$ cat src/rtl/alu_exec_ctrl.sv
// alu_exec_ctrl: execute-stage ALU with registered result, built-in decode of
// aluop/opcode/funct, and an iterative shift-add multiplier that writes HI/LO.
// Optional restoring divider (div/divu), enabled by defining ALU_EXEC_DIV_EN.
module alu_exec_ctrl #(
    parameter int WIDTH = 32,
    parameter int CNT_W = $clog2(WIDTH) + 1
) (
    input  logic             clk,
    input  logic             reset,
    input  logic             in_valid,
    output logic             in_ready,
    input  logic [1:0]       aluop,
    input  logic [5:0]       opcode,
    input  logic [5:0]       funct,
    input  logic [WIDTH-1:0] src_a,
    input  logic [WIDTH-1:0] src_b,
    output logic             out_valid,
    output logic [WIDTH-1:0] result,
    output logic             zero,
    output logic             illegal,
    output logic [WIDTH-1:0] hi,
    output logic [WIDTH-1:0] lo
);

    typedef enum logic [3:0] {
        OP_ADD, OP_SUB, OP_AND, OP_OR, OP_XOR, OP_NOR, OP_SLT, OP_SLTU,
        OP_MFHI, OP_MFLO, OP_MULT, OP_MULTU, OP_DIV, OP_DIVU, OP_ILL
    } op_t;

`ifdef ALU_EXEC_DIV_EN
    typedef enum logic [1:0] {S_IDLE, S_MUL, S_DIV} state_t;
`else
    typedef enum logic [0:0] {S_IDLE, S_MUL} state_t;
`endif

    // Map the aluop/opcode/funct combination onto one internal operation.
    function automatic op_t decode_op(input logic [1:0] sel,
                                      input logic [5:0] opc,
                                      input logic [5:0] fn);
        op_t op;
        op = OP_ILL;
        case (sel)
            2'b00: op = OP_ADD;
            2'b01: op = OP_SUB;
            2'b10: begin
                case (opc)
                    6'b001000: op = OP_ADD;
                    6'b001100: op = OP_AND;
                    6'b001101: op = OP_OR;
                    6'b001110: op = OP_XOR;
                    6'b001010: op = OP_SLT;
                    6'b001011: op = OP_SLTU;
                    default:   op = OP_ILL;
                endcase
            end
            default: begin
                case (fn)
                    6'b100000: op = OP_ADD;
                    6'b100010: op = OP_SUB;
                    6'b100100: op = OP_AND;
                    6'b100101: op = OP_OR;
                    6'b100110: op = OP_XOR;
                    6'b100111: op = OP_NOR;
                    6'b101010: op = OP_SLT;
                    6'b101011: op = OP_SLTU;
                    6'b010000: op = OP_MFHI;
                    6'b010010: op = OP_MFLO;
                    6'b011000: op = OP_MULT;
                    6'b011001: op = OP_MULTU;
`ifdef ALU_EXEC_DIV_EN
                    6'b011010: op = OP_DIV;
                    6'b011011: op = OP_DIVU;
`endif
                    default:   op = OP_ILL;
                endcase
            end
        endcase
        return op;
    endfunction

    // Single-cycle datapath; anything not handled here (illegal) yields zero.
    function automatic logic [WIDTH-1:0] alu_eval(input op_t op,
                                                  input logic [WIDTH-1:0] a,
                                                  input logic [WIDTH-1:0] b,
                                                  input logic [WIDTH-1:0] hv,
                                                  input logic [WIDTH-1:0] lv);
        logic signed [WIDTH-1:0] sa;
        logic signed [WIDTH-1:0] sb;
        logic [WIDTH-1:0]        r;
        sa = a;
        sb = b;
        r  = '0;
        case (op)
            OP_ADD:  r = a + b;
            OP_SUB:  r = a - b;
            OP_AND:  r = a & b;
            OP_OR:   r = a | b;
            OP_XOR:  r = a ^ b;
            OP_NOR:  r = ~(a | b);
            OP_SLT:  r = {{(WIDTH-1){1'b0}}, (sa < sb)};
            OP_SLTU: r = {{(WIDTH-1){1'b0}}, (a < b)};
            OP_MFHI: r = hv;
            OP_MFLO: r = lv;
            default: r = '0;
        endcase
        return r;
    endfunction

    // Magnitude of a two's-complement value; the most negative value maps to
    // itself, which reads correctly as an unsigned magnitude.
    function automatic logic [WIDTH-1:0] mag(input logic [WIDTH-1:0] x);
        return x[WIDTH-1] ? (~x + 1'b1) : x;
    endfunction

    function automatic logic [2*WIDTH-1:0] neg2w(input logic [2*WIDTH-1:0] x);
        return ~x + 1'b1;
    endfunction

    function automatic logic [WIDTH-1:0] neg1w(input logic [WIDTH-1:0] x);
        return ~x + 1'b1;
    endfunction

    state_t             state;
    logic [CNT_W-1:0]   cnt;
    logic               neg_q;
    logic [2*WIDTH-1:0] acc;
    logic [WIDTH-1:0]   mcand;

    op_t                op;
    logic               accept;
    logic               is_mul;
    logic               is_signed;
    logic               last_step;
    logic [WIDTH-1:0]   op_a;
    logic [WIDTH-1:0]   op_b;
    logic [WIDTH-1:0]   single_res;
    logic [WIDTH:0]     mul_sum;
    logic [2*WIDTH-1:0] mul_next;
    logic [2*WIDTH-1:0] prod_fix;

    assign op         = decode_op(aluop, opcode, funct);
    assign accept     = in_valid & in_ready;
    assign is_mul     = (op == OP_MULT) || (op == OP_MULTU);
    assign single_res = alu_eval(op, src_a, src_b, hi, lo);
    assign last_step  = (cnt == CNT_W'(WIDTH - 1));

`ifdef ALU_EXEC_DIV_EN
    logic               is_div;
    logic               neg_r;
    logic               div_zero;
    logic [WIDTH:0]     div_shift;
    logic [WIDTH:0]     div_trial;
    logic [2*WIDTH-1:0] div_next;
    logic [WIDTH-1:0]   quo_fix;
    logic [WIDTH-1:0]   rem_fix;

    assign is_div    = (op == OP_DIV) || (op == OP_DIVU);
    assign is_signed = (op == OP_MULT) || (op == OP_DIV);

    // Restoring divider: acc = {partial remainder, dividend/quotient bits}.
    assign div_shift = {acc[2*WIDTH-1:WIDTH], acc[WIDTH-1]};
    assign div_trial = div_shift - {1'b0, mcand};
    assign div_next  = div_trial[WIDTH]
                     ? {div_shift[WIDTH-1:0], acc[WIDTH-2:0], 1'b0}
                     : {div_trial[WIDTH-1:0], acc[WIDTH-2:0], 1'b1};
    // With a zero divisor the remainder ends as |a|; restoring its sign gives a back.
    assign quo_fix   = div_zero ? '1
                     : (neg_q ? neg1w(div_next[WIDTH-1:0]) : div_next[WIDTH-1:0]);
    assign rem_fix   = neg_r ? neg1w(div_next[2*WIDTH-1:WIDTH]) : div_next[2*WIDTH-1:WIDTH];
`else
    assign is_signed = (op == OP_MULT);
`endif

    assign op_a = is_signed ? mag(src_a) : src_a;
    assign op_b = is_signed ? mag(src_b) : src_b;

    // Shift-add multiplier: acc = {running partial product, remaining multiplier bits}.
    assign mul_sum  = {1'b0, acc[2*WIDTH-1:WIDTH]} + (acc[0] ? {1'b0, mcand} : '0);
    assign mul_next = {mul_sum, acc[WIDTH-1:1]};
    assign prod_fix = neg_q ? neg2w(mul_next) : mul_next;

    // Iterative datapath: load operands on accept, then one step per busy cycle.
    always_ff @(posedge clk) begin
        if (state == S_IDLE) begin
            if (accept) begin
`ifdef ALU_EXEC_DIV_EN
                mcand <= is_div ? op_b : op_a;
                acc   <= {{WIDTH{1'b0}}, (is_div ? op_a : op_b)};
`else
                mcand <= op_a;
                acc   <= {{WIDTH{1'b0}}, op_b};
`endif
            end
        end else if (state == S_MUL) begin
            acc <= mul_next;
`ifdef ALU_EXEC_DIV_EN
        end else begin
            acc <= div_next;
`endif
        end
    end

    // Control FSM and architectural result/HI/LO registers.
    always_ff @(posedge clk or posedge reset) begin
        if (reset) begin
            state     <= S_IDLE;
            cnt       <= '0;
            in_ready  <= 1'b1;
            out_valid <= 1'b0;
            result    <= '0;
            zero      <= 1'b0;
            illegal   <= 1'b0;
            hi        <= '0;
            lo        <= '0;
            neg_q     <= 1'b0;
`ifdef ALU_EXEC_DIV_EN
            neg_r     <= 1'b0;
            div_zero  <= 1'b0;
`endif
        end else begin
            out_valid <= 1'b0;
            case (state)
                S_IDLE: begin
                    if (accept) begin
                        if (is_mul) begin
                            state    <= S_MUL;
                            in_ready <= 1'b0;
                            cnt      <= '0;
                            neg_q    <= (op == OP_MULT) & (src_a[WIDTH-1] ^ src_b[WIDTH-1]);
`ifdef ALU_EXEC_DIV_EN
                        end else if (is_div) begin
                            state    <= S_DIV;
                            in_ready <= 1'b0;
                            cnt      <= '0;
                            neg_q    <= (op == OP_DIV) & (src_a[WIDTH-1] ^ src_b[WIDTH-1]);
                            neg_r    <= (op == OP_DIV) & src_a[WIDTH-1];
                            div_zero <= (src_b == '0);
`endif
                        end else begin
                            out_valid <= 1'b1;
                            illegal   <= (op == OP_ILL);
                            result    <= single_res;
                            zero      <= (single_res == '0);
                        end
                    end
                end
                S_MUL: begin
                    if (last_step) begin
                        state     <= S_IDLE;
                        in_ready  <= 1'b1;
                        cnt       <= '0;
                        out_valid <= 1'b1;
                        illegal   <= 1'b0;
                        hi        <= prod_fix[2*WIDTH-1:WIDTH];
                        lo        <= prod_fix[WIDTH-1:0];
                        result    <= prod_fix[WIDTH-1:0];
                        zero      <= (prod_fix[WIDTH-1:0] == '0);
                    end else begin
                        cnt <= cnt + CNT_W'(1);
                    end
                end
`ifdef ALU_EXEC_DIV_EN
                S_DIV: begin
                    if (last_step) begin
                        state     <= S_IDLE;
                        in_ready  <= 1'b1;
                        cnt       <= '0;
                        out_valid <= 1'b1;
                        illegal   <= 1'b0;
                        hi        <= rem_fix;
                        lo        <= quo_fix;
                        result    <= quo_fix;
                        zero      <= (quo_fix == '0);
                    end else begin
                        cnt <= cnt + CNT_W'(1);
                    end
                end
`endif
                default: state <= S_IDLE;
            endcase
        end
    end

endmodule
$ cat config.mk
export PLATFORM = sky130hd
export DESIGN_NAME = alu_exec_ctrl
export DESIGN_NICKNAME = d
export VERILOG_FILES = /design/src/rtl/alu_exec_ctrl.sv
export SDC_FILE = /design/constraint.sdc
export NUM_CORES = 1
export LEC_CHECK = 0
export BUFFER_PORTS_ARGS = -buffer_cell sky130_fd_sc_hd__buf_4
export CAP_MARGIN = 0
export CORE_MARGIN = 4
export CORE_UTILIZATION = 30
export CTS_CLUSTER_SIZE = 25
export DETAILED_ROUTE_END_ITERATION = 8
export SETUP_SLACK_MARGIN = 0.4
export SYNTH_ARGS = -nofsm -noshare
export SYNTH_HDL_FRONTEND = slang
export SYNTH_SLANG_ARGS = --single-unit
$ cat constraint.sdc
create_clock -name clk -period 13.55 [get_ports clk]
set_input_delay 2.0325 -clock clk [delete_from_list [all_inputs] [get_ports clk]]
set_output_delay 2.0325 -clock clk [all_outputs]
set_load 0.01 [all_outputs]
=== Yosys cells after proc, flatten, opt, wreduce, memory -nomap -nowiden ===
Index checks and enable logic that the tools add are counted.

* Flip-flop bits (word level): 204
* Bits of input ports: 81
* Output and inout port bits: 100

* Add/sub/neg operators: 7
* $lt $le $gt $ge: 2
* Eq/ne operators: 37
* Muxes and demuxes: 40
* Bitwise gates (word level): 11
* Reduce and logical (&&, ||, !) cells: 12

{| class="wikitable"
|+ Operators with widths
! cell !! count
|-
| 32-bit one-hot mux with 10 select lines || 1
|-
| 32-bit two-way mux || 8
|-
| 64-bit two-way mux || 3
|-
| 32-bit NOT || 3
|-
| 32-bit by 1-bit adder with 32-bit output, second input constant || 2
|-
| 64-bit by 1-bit adder with 64-bit output, second input constant || 1
|-
| 32-bit zero test || 2
|-
| 32-bit < comparator || 2
|-
| 64-bit NOT || 1
|-
| 32-bit one-hot mux with 2 select lines || 1
|-
| 6-bit equality test, second input constant || 8
|-
| 4-bit one-hot mux with 12 select lines || 1
|-
| 6-bit by 4-bit equality test with 1-bit output, second input constant || 6
|-
| 32-bit by 32-bit adder with 33-bit output || 1
|-
| 32-bit adder || 1
|-
| 32-bit AND || 1
|-
| 32-bit OR || 1
|-
| 32-bit subtractor || 1
|-
| 32-bit XOR || 1
|-
| 6-bit by 5-bit equality test with 1-bit output, second input constant || 5
|-
| 4-bit one-hot mux with 6 select lines || 1
|-
| 4-bit equality test, second input constant || 5
|-
| 6-bit two-way mux || 3
|-
| 4-bit by 3-bit equality test with 1-bit output, second input constant || 4
|-
| 20 further kinds || 46
|}

=== Longest topological paths before layout ===
* Depth in word-level cells: 9
* Depth in mapped cells: 17
* Depth with buffers taken out: 17

=== Worst setup path after synthesis ===
OpenSTA, ideal clock, no wires.

* Path type: input to register
* Start point: input port src_a[2]
* End point: register zero
* Setup time: 76 ps
* Arrival: 5687 ps
* Required time: 13474 ps
* Setup slack: 7786 ps
* Stages on the path: 16
* Path through: inv_1 -> ha_1 -> clkbuf_1 -> a21oi_1 -> o211a_1 -> or4b_2 -> a21oi_1 -> o21ai_0 -> a41oi_1 -> o2111ai_1 -> xnor2_1 -> a221o_1 -> nor4_1 -> nand4_1 -> or4_1 -> o21ai_1

* Word-level cells in the longest chain between the ends: 7
* Elaborated cells on any way between the ends: 13
* Classes of those cells: add/sub (2); order compare (2); mux (4); bitwise (4); reduce/logical (1)

{| class="wikitable"
|+ Ends and longest elaborated chain
! what !! line !! RTL
|-
| from (decl) || 15 || <nowiki>input logic [WIDTH-1:0] src_a,</nowiki>
|-
| parallel branches: the longest is 2 deep, another holds 32-bit subtractor || n/a ||
|-
| 32-bit one-hot mux with 10 select lines (*) || 93 || <nowiki>case (op)</nowiki>
|-
| 32-bit zero test (*) || 243 || <nowiki>zero <= (single_res == '0);</nowiki>
|-
| 1-bit two-way mux (*) || 225 || <nowiki>if (is_mul) begin</nowiki>
|-
| 1-bit two-way mux (*) || 224 || <nowiki>if (accept) begin</nowiki>
|-
| 1-bit one-hot mux with 2 select lines (*) || 222 || <nowiki>case (state)</nowiki>
|-
| to (signal assigned) || 243 ||
|-
| to (signal assigned) || 257 || <nowiki>zero <= (prod_fix[WIDTH-1:0] == '0);</nowiki>
|-
| to (decl) || 19 || <nowiki>output logic zero,</nowiki>
|}

Every way passes the cells marked *. The select of a mux whose other input is x is not followed.
A chain may end at the register's enable or synchronous reset.

=== Final worst setup path ===
* Start point: input port src_b[12]
* End point: register zero

* Word-level cells in the longest chain between the ends: 7
* Elaborated cells on any way between the ends: 13
* Classes of those cells: add/sub (2); order compare (2); mux (4); bitwise (4); reduce/logical (1)

{| class="wikitable"
|+ Ends and longest elaborated chain
! what !! line !! RTL
|-
| from (decl) || 16 || <nowiki>input logic [WIDTH-1:0] src_b,</nowiki>
|-
| parallel branches: the longest is 2 deep, another holds 32-bit subtractor || n/a ||
|-
| 32-bit one-hot mux with 10 select lines (*) || 93 ||
|-
| 32-bit zero test (*) || 243 ||
|-
| 1-bit two-way mux (*) || 225 ||
|-
| 1-bit two-way mux (*) || 224 ||
|-
| 1-bit one-hot mux with 2 select lines (*) || 222 ||
|}

Marked as above.

==> flow_metrics.tcl <==
set metrics [dict create \
    die_area_um2 64600 \
    placed_cells 3061 \
    critPathSlowestCell "nor4_1" \
    power.total_w 0.00170 \
    grt_pass1_vias 17500 \
    cts_setup_buffers 0 \
    path_max_fanout 8 \
    slew_headroom_pct 14.8 \
    wl_per_cell_um 25.2 \
    min_path_type "flop to flop" \
    via_per_inst 5.74 \
    yosysWarnings 0 \
    path_cells "buf_4, inv_1, ha_1, clkinv_1, nor4_1, o2111ai_1, a21oi_1, o21ai_0, a41oi_1, o2111ai_1, xnor2_1, a221o_1, nor4_1, nand4_1, or4_1, o21ai_1" \
    drv_cap 0 \
    wl_um 78300 \
    synthTopCellsByArea "edfxtp_1 16%, dfrtp_1 15%, ha_1 9.3%" \
    end_kind "flop" \
    initial_core_util_pct 30.6 \
    antenna_found_initial 3 \
    fmax_ghz 0.166 \
    place_hpwl_um 60300 \
    cts_tree "done" \
    rsz0062_at_grt "no" \
    hold_slack_ns 0.477 \
    p_per_area_nw_per_um2 80.7 \
    slew_viol_final 0 \
    ir_drop_v 0.0000641 \
    core_um2 59500 \
    antenna_left 0 \
    htreeDepth 1 \
    fp.dieH_um 254 \
    grt_pass1_wl_um 115000 \
    synth_seq_cells 204 \
    synth_area_per_cell_um2 8.26 \
    postCtsResizedCells 0 \
    synthToLayoutAreaGrowth_pct 15.7 \
    synthesis.area_um2 18200 \
    drt-pass1-iter-count 7 \
    synth_flop_cell "dfrtp_1" \
    clock_path_buffers 3 \
    synth.top_cell.area_share_pct 15.8 \
    finalCritPeriodShare_pct 44.5 \
    drive_above_1_share_pct 13.2 \
    worstSetupPathType "input pin to flop" \
    crit_arrival_ns 6.53 \
    syn-num-nets 2421 \
    clkLatencyLatePin_ns 0.57 \
    vias 17900 \
    drtIter0Drc 1627 \
    gr-usage-met3_pct 3.57 \
    clockRootBuffer "clkbuf_16" \
    min_period_ns 6.03 \
    drc_errors 0 \
    grt_usage_pct 23.3 \
    ios 181 \
    slowest_delay_ns 0.89 \
    r2r_slack_ns 7.89 \
    synth_top_area_cell "edfxtp_1" \
    cts_buffers 27 \
    path_clk_slew_ns 0.06 \
    cts_sinks 204 \
    top_usage_layer "met2" \
    fin_tns_setup_ns 0 \
    async_reset_ff_share_pct 52.9 \
    hold_viol_final 0 \
    clock_skew_ns 0.0226 \
    portBuffers 180 \
    status "complete, no violations" \
    critPathBufInv 3 \
    met2_usage_pct 38.1 \
    crit_required_ns 14.05 \
    synth_edf_count 96 \
    grt_max_degree 96 \
    tightestPinTransition_ns 1.27 \
    gp_congestion 0.972 \
    crit_family "simple AND/OR/NAND/NOR gates" \
    layoutNonFillerInstCount 3111 \
    synthCells 2202 \
    setup_viol 0 \
    leakage_nw 8.44 \
    global_route.usage.met1_pct 31.0 \
    fin_nets 2536 \
    synth_cell_types 104 \
    row_count 89 \
    hold_buffers 0 \
    overflow 0 \
    fp.dieW_um 254 \
    seq_area_frac_synth_pct 30.7 \
    startpoint_type "input pin" \
]
==> worst paths after layout <==
| check | to | cells past startpoint | startpoint |
|---|---|---|---|
| min reg2reg | result[14] | 2 | result[14] |
| max reg2reg | hi[30] | 16 | acc[0] |
| max in group asynchronous | hi[19] | 3 | reset |
| max | zero | 16 | src_b[12] |
| min | result[14] | 2 | result[14] |
| min in group asynchronous | result[6] | 2 | reset |
==> Yosys cell counts, drive strengths merged, types with 5 or more instances <==
library cell  number
nand2            280
o21ai            254
a21oi            150
ha               135
nor2             126
inv              114
dfrtp            107
xnor2            107
edfxtp            96
clkbuf            80
xor2              76
and2              72
nand3             49
o31ai             47
buf               33
a21o              30
nor3              30
a211oi            25
nor4              21
or3               20
a221oi            18
nand4             18
nand2b            17
a221o             16
a22oi             16
a31oi             15
nor2b             15
o211ai            15
o41ai             15
o21bai            14
o22ai             12
and3              11
o21a              11
or2               11
a2111oi           10
mux2              10
mux2i             10
or4               10
a211o              6
a22o               6
nand3b             6
nor3b              6
o211a              6
o221ai             6
o2111ai            5
==> power breakdown <==
| group | internal [W] | total (W) | switching, W | leakage [nW] |
|---|---|---|---|---|
| Sequential | 0.000648 | 0.000648 | 0 | 2.28 |
| Combinational | 0.000121 | 0.000351 | 0.000230 | 5.75 |
| Clock | 0.000405 | 0.000698 | 0.000294 | 0.421 |
| Total | 0.00117 | 0.00170 | 0.000524 | 8.44 |
==> cells in the final DEF (no fill, tap or decap), types with 8 or more instances in the layout <==
| cell | count |
|---|---|
| a2111oi_0 | 10 |
| a211oi_1 | 22 |
| a21o_1 | 28 |
| a21oi_1 | 147 |
| a221o_1 | 16 |
| a221oi_1 | 18 |
| a22oi_1 | 16 |
| a31oi_1 | 15 |
| and2_1 | 71 |
| and3_1 | 11 |
| buf_4 | 203 |
| clkbuf_16 | 27 |
| dfrtp_1 | 105 |
| edfxtp_1 | 96 |
| ha_1 | 135 |
| inv_1 | 113 |
| mux2_2 | 8 |
| mux2i_1 | 10 |
| nand2_1 | 277 |
| nand2b_1 | 17 |
| nand3_1 | 49 |
| nand4_1 | 18 |
| nor2_1 | 122 |
| nor2b_1 | 15 |
| nor3_1 | 26 |
| nor4_1 | 20 |
| o211ai_1 | 15 |
| o21a_1 | 11 |
| o21ai_0 | 239 |
| o21ai_1 | 12 |
| o21bai_1 | 14 |
| o22ai_1 | 12 |
| o31ai_1 | 45 |
| o41ai_1 | 15 |
| or2_2 | 8 |
| or3_1 | 19 |
| or4_1 | 8 |
| xnor2_1 | 106 |
| xor2_1 | 76 |
==> final cells by class <==
cell class,instances,area [um^2]
diodes,1,2.50
inverters,115,434
multi-input cells,1766,11700
clock inverters,9,60.1
fillers,6297,38400
flip-flops and latches,204,5590
well taps,773,967
repair buffers,203,1520
clock buffers,40,795
==> per-stage QoR <==
stage	util, %	cell area (um^2)	worst slack [ns]
detailed placement	33.9	20200	7.05
floorplan	-	18200	7.79
finish	35.4	21000	7.52
CTS	35.4	21000	7.64
global route	35.4	21000	7.13
global placement	33.9	20200	7.01
==> per-layer routing <==
metal	routed length, um	vias up
met2	35700	795
li1	-	8176
met1	33300	8707
met4	3860	4
met3	5500	177
met5	22	-
==> flip-flops by register name, indices dropped and copies added, names as in the netlist <==
register / flops
zero: 1
state: 1
out_valid: 1
hi: 32
lo: 32
neg_q: 1
illegal: 1
acc: 64
in_ready: 1
result: 32
mcand: 32
cnt: 6
==> logic make-up (layout without fill, tap and decap cells) <==
logic type	after synthesis	after routing	share of synthesized area (%)
AO/OA/AOI/OAI	715	715	25.1
AND/OR/NAND/NOR	710	710	19.2
buffers and inverters	232	367	5.43
flip-flops	204	204	30.7
XOR/XNOR	183	183	8.85
adder cells (fa/ha/maj)	138	138	9.62
multiplexers	20	20	1.17
other	0	1	0
==> worst register-to-register path, stage by stage, from the launching register on <==
cell,delay (ns)
edfxtp_1,0.85
and2_1,0.36
ha_1,0.29
fa_1,0.47
a211oi_1,0.29
o21ai_0,0.19
a2111oi_0,0.53
nor3_1,0.14
xor2_1,0.19
or3_1,0.40
nor2_1,0.23
nand3_1,0.26
nor3_2,0.29
nand2_1,0.20
o41ai_1,0.51
xor2_1,0.24
o21ai_1,0.08
No activity file was read; power rests on OpenSTA's default activity.
